File: src/rtl/fetch_sequencer.sv
// Fetch-stage sequencer: owns the PC, issues instruction-memory reads and
// presents the fetched instruction (with its PC+2) to decode.
module fetch_sequencer #(
    parameter logic [15:0] RESET_PC  = 16'h0000,
    parameter logic [15:0] NOP_INSTR = 16'h0800
) (
    input  logic        clk,
    input  logic        rst,
    output logic        imem_rd,
    output logic [15:0] imem_addr,
    input  logic        imem_done,
    input  logic        imem_stall,
    input  logic [15:0] imem_data,
    input  logic        pipe_stall,
    input  logic        redirect,
    input  logic [15:0] redirect_pc,
    input  logic        halt,
    output logic [15:0] instr_out,
    output logic [15:0] pc_plus2_out,
    output logic        instr_valid,
    output logic        fetch_busy,
    output logic        halted
);

    // Memory handshake: imem_rd is a one-cycle request for imem_addr; the read
    // completes in the first cycle imem_done=1 (same cycle = hit), and
    // imem_data is only meaningful in that cycle. Decode takes the IR on any
    // edge where pipe_stall=0.
    typedef enum logic [1:0] {ST_REQ, ST_WAIT, ST_HOLD, ST_HALTED} state_t;

    state_t      state, state_next;
    logic [15:0] pc, pc_next, pc_plus2;
    logic        pend_valid, pend_valid_next;
    logic [15:0] pend_pc, pend_pc_next;
    logic        halt_pend, halt_pend_next;
    logic [15:0] hold_instr, hold_pc2;
    logic        hold_load;
    logic        fetched;
    logic [15:0] fetch_instr, fetch_pc2;
    logic        rd_enable;

    // The miss indication is informational only; completion is keyed on imem_done.
    logic unused_imem_stall;
    assign unused_imem_stall = imem_stall;

    assign pc_plus2   = pc + 16'd2;
    assign imem_addr  = pc;
    assign fetch_busy = (state == ST_WAIT);
    assign halted     = (state == ST_HALTED);

    always_comb begin
        state_next      = state;
        pc_next         = pc;
        pend_valid_next = pend_valid;
        pend_pc_next    = pend_pc;
        halt_pend_next  = halt_pend;
        hold_load       = 1'b0;
        fetched         = 1'b0;
        fetch_instr     = imem_data;
        fetch_pc2       = pc_plus2;
        imem_rd         = 1'b0;
        case (state)
            ST_REQ: begin
                imem_rd = rd_enable & ~pipe_stall & ~redirect & ~halt;
                if (redirect) begin
                    pc_next = redirect_pc;
                end else if (halt) begin
                    state_next = ST_HALTED;
                end else if (imem_rd) begin
                    if (imem_done) begin
                        fetched = 1'b1;
                        pc_next = pc_plus2;
                    end else begin
                        state_next = ST_WAIT;
                    end
                end
            end
            ST_WAIT: begin
                // A redirect after a halt proves the halt was on the wrong path.
                if (redirect) begin
                    pend_valid_next = 1'b1;
                    pend_pc_next    = redirect_pc;
                    halt_pend_next  = 1'b0;
                end else if (halt) begin
                    halt_pend_next = 1'b1;
                end
                if (imem_done) begin
                    pend_valid_next = 1'b0;
                    halt_pend_next  = 1'b0;
                    if (redirect) begin
                        pc_next    = redirect_pc;
                        state_next = ST_REQ;
                    end else if (halt_pend || halt) begin
                        state_next = ST_HALTED;
                    end else if (pend_valid) begin
                        pc_next    = pend_pc;
                        state_next = ST_REQ;
                    end else begin
                        pc_next = pc_plus2;
                        if (!pipe_stall) begin
                            fetched    = 1'b1;
                            state_next = ST_REQ;
                        end else begin
                            hold_load  = 1'b1;
                            state_next = ST_HOLD;
                        end
                    end
                end
            end
            ST_HOLD: begin
                fetch_instr = hold_instr;
                fetch_pc2   = hold_pc2;
                if (redirect) begin
                    pc_next    = redirect_pc;
                    state_next = ST_REQ;
                end else if (halt) begin
                    state_next = ST_HALTED;
                end else if (!pipe_stall) begin
                    fetched    = 1'b1;
                    state_next = ST_REQ;
                end
            end
            default: ;
        endcase
    end

    always_ff @(posedge clk) begin
        if (!rst) begin
            state      <= ST_REQ;
            pc         <= RESET_PC;
            pend_valid <= 1'b0;
            pend_pc    <= 16'h0000;
            halt_pend  <= 1'b0;
            hold_instr <= 16'h0000;
            hold_pc2   <= 16'h0000;
            rd_enable  <= 1'b0;
        end else begin
            state      <= state_next;
            pc         <= pc_next;
            pend_valid <= pend_valid_next;
            pend_pc    <= pend_pc_next;
            halt_pend  <= halt_pend_next;
            rd_enable  <= 1'b1;
            if (hold_load) begin
                hold_instr <= imem_data;
                hold_pc2   <= pc_plus2;
            end
        end
    end

    // Entering or sitting in HALTED clears the IR even if decode is stalled.
    always_ff @(posedge clk) begin
        if (!rst) begin
            instr_valid  <= 1'b0;
            instr_out    <= NOP_INSTR;
            pc_plus2_out <= 16'h0000;
        end else if (state_next == ST_HALTED || redirect) begin
            instr_valid <= 1'b0;
            instr_out   <= NOP_INSTR;
        end else if (!pipe_stall) begin
            instr_valid <= fetched;
            if (fetched) begin
                instr_out    <= fetch_instr;
                pc_plus2_out <= fetch_pc2;
            end else begin
                instr_out <= NOP_INSTR;
            end
        end
    end

endmodule

File: config.mk
export PLATFORM = sky130hd
export DESIGN_NAME = fetch_sequencer
export DESIGN_NICKNAME = d
export VERILOG_FILES = /design/src/rtl/fetch_sequencer.sv
export SDC_FILE = /design/constraint.sdc
export NUM_CORES = 1
export LEC_CHECK = 0
export CORE_MARGIN = 2
export CORE_UTILIZATION = 30
export DETAILED_ROUTE_END_ITERATION = 10
export GPL_TIMING_DRIVEN = 0
export SYNTH_ARGS = -nofsm -noshare
export SYNTH_HDL_FRONTEND = slang
export SYNTH_SLANG_ARGS = --single-unit
export TNS_END_PERCENT = 10
File: constraint.sdc
create_clock -name clk -period 3 [get_ports clk]
set_input_delay 0.45 -clock clk [delete_from_list [all_inputs] [get_ports clk]]
set_output_delay 0.45 -clock clk [all_outputs]
set_load 0.02 [all_outputs]
==> qor.yml <==
fin_crit_sh_pct: 96.9
cts_buffers: 9
routed_wirelength_um: 15200
hold_path_depth: 2
antenna_left: 0
hpwl_um: 11100
cp-end-kind: "flop"
grt-ovfl-total: 0
ys_types: 54
hold_end: "pc_plus2_out[10]$_SDFFE_PN0P_"
ir_worst_vdd_mv: 0.325
place_area_mm2: 0.00624
slew-limit-headroom_pct: 35.0
hold_viol_final: 0
vias: 4853
via_per_inst: 5.12
ys_warn_count: 0
finalSetupViolCount: 0
drive_above_1_share_pct: 3.57
antenna_found_initial: 0
dieArea_mm2: 0.0180
slew_viol_final: 0
wl_per_cell_um: 16.0
p_leak_nw: 2.42
pin_count: 91
die_h_um: 134
cp_slowest_stage_delay_ps: 690
ys_seq_elements: 102
worst_pin_slew_ps: 972
insertedDiodeCount: 0
core-area_mm2: 0.0166
max_freq_mhz: 344
power_density_mw_per_mm2: 580
path_cells: "clkdlybuf4s50_1, nor4b_4, o221ai_1, nor3_1, clkbuf_1, nand2_1, o21ai_0"
rr_worst_depth: 9
gp_congestion: 0.820
firstDrtPassIters: 5
cp.arrival_ps: 3190
async_flop_share_pct: 0
fin_skew_ps: 4.58
h-tree-depth: 3
hold_buffers: 0
slowest_stage: "nor3_1"
syn_area_per_cell_um2: 8.14
yosysMostFrequentCell: "nand2_1"
num_rows: 47
drc: 0
start_util_pct: 30.7
rsz0062_at_grt: "true"
yosys_most_used_dff: "dfxtp_1"
synth_top_area_share_pct: 40.1
final_area_mm2: 0.00656
synth-seq-area-share_pct: 40.1
cts_tree: "built"
clk_pin_slew_ps: 70
required_ps: 3280
hold_path_class: "reg2reg"
startpoint: "pipe_stall"
min-delay-start: "pc_plus2_out[10]$_SDFFE_PN0P_"
status: "completed"
fin_nets: 768
synth_top_cell_by_area: "dfxtp_1"
cts_sinks: 102
clock_path_buffers: 2
area_growth_pct: 29.0
clk_latency_ps: 350
die_w_um: 134
portBuffers: 88
synth_area_leaders: "dfxtp_1, nand2_1, a21boi_0, o211a_1, mux2i_1"
synth_edf_count: 0
cp_max_fo: 10
grt_pass1_wl_um: 24400
drt-initial-drc-count: 298
netlist_area_mm2: 0.00509
worst-r2r-setup-slack_ps: 170
r2r_start: "state[1]$_SDFF_PN0_"
rr_endpoint: "pc_plus2_out[10]$_SDFFE_PN0P_"
synthCells: 625
cp-start-kind: "primary input"
fillCellCount: 1724
synth_nets: 669
finalCriticalPeriod_ps: 2910
root_buffer: "clkbuf_16"
drv_cap: 0
grt_usage_pct: 17.1
final_util_pct: 39.6
grt_max_degree: 17
critPathKind: "in2reg"
synth_commonest_cells: "nand2_1, dfxtp_1, clkbuf_1"
grt_pass1_vias: 4657
-- metal layers --
| layer | wire (µm) | track usage [%] | up-vias |
|---|---|---|---|
| met5 | 0 | 0 | - |
| met1 | 6960 | 22.6 | 2274 |
| met2 | 6920 | 27.1 | 148 |
| met4 | 323 | 5.56 | 0 |
| met3 | 999 | 4.84 | 24 |
| li1 | - | - | 2407 |
-- sequential cells by signal, summed over array words and instances (netlist names) --
signal and count:
imem_addr 16, pc_plus2_out 16, rd_enable 1, halt_pend 1, instr_out 16, instr_valid 1, hold_pc2 16, pend_valid 1
state 2, pend_pc 16, hold_instr 16
-- final cells by class --
class / instances / area [µm²] / area share [%]
multi-input cells: 463 / 2820 / 42.9
flip-flops and latches: 102 / 2040 / 31.1
repair buffers: 88 / 881 / 13.4
well taps: 220 / 275 / 4.19
clock buffers: 11 / 253 / 3.85
plain buffers: 51 / 206 / 3.15
clock inverters: 4 / 53.8 / 0.820
inverters: 9 / 33.8 / 0.515
-- through the flow --
step	setup TNS (ps)	worst slack, ps	hold slack (ps)	total power, mW	cells
finish	0	94.0	452	3.81	948
detailed placement	-9890	-383	442	2.60	933
global placement	-11320	-419	441	2.60	933
CTS	0	52.8	453	3.84	948
floorplan	0	493	440	2.20	625
global route	-145	-66.7	468	3.99	948
-- logic make-up (layout without fill, tap and decap cells) --
kind of cell,after synthesis,after routing,synth area share [%]
mux,21,21,4.18
simple gates,241,241,21.0
compound gates,183,183,26.6
fa+ha+maj,5,5,1.23
xor+xnor,13,13,2.24
flops,102,102,40.1
buf+inv,60,163,4.65
-- critical path, delay by kind of cell --
family / cells / cell delay (ps)
buf+inv: 2 / 1020
compound gates: 2 / 400
simple gates: 3 / 1310
-- worst max-delay path by stage --
| stage | endpoint | slack [ps] | cells past startpoint |
|---|---|---|---|
| floorplan | pc_plus2_out[14]$_SDFFE_PN0P_ | 490 | 9 |
| global placement | pc_plus2_out[10]$_SDFFE_PN0P_ | -420 | 8 |
| detailed placement | pc_plus2_out[10]$_SDFFE_PN0P_ | -380 | 8 |
| CTS | pc_plus2_out[10]$_SDFFE_PN0P_ | 50 | 9 |
| global route | imem_addr[12]$_SDFFE_PN0P_ | -70 | 7 |
| finish | imem_addr[12]$_SDFFE_PN0P_ | 90 | 7 |
-- timing repair --
| item | in CTS | in global routing |
|---|---|---|
| resized for setup | 1 | 2 |
| pin swaps | 0 | 1 |
| endpoints found under the hold margin | 0 | 0 |
| endpoints found under the setup margin | 1 | 16 |
| buffers inserted | 0 | 0 |
-- power by group --
group	total (mW)	internal, mW	switching [mW]
Clock	1.23	0.691	0.538
Sequential	1.54	1.43	0.103
Combinational	1.04	0.429	0.614
-- placed cells by master, fill, tap and decap left out, drive strengths merged, types with 3 or more instances in the layout --
cell	instances
nor2	39
xor2	3
xnor2	10
a21oi	21
nor3	11
o2111ai	3
mux2i	19
a2bb2oi	15
a221oi	3
a21boi	34
and2	5
a32o	4
inv	9
nand2b	8
a21o	8
clkbuf	55
nand4	3
clkdlybuf4s50	88
a22oi	11
o211a	20
nand3	18
buf	7
o211ai	11
nor2b	4
a2111oi	3
o21ai	36
ha	5
dfxtp	102
nor4	3
nand2	136
nor3b	4
No activity file was read; power rests on OpenSTA's default activity.
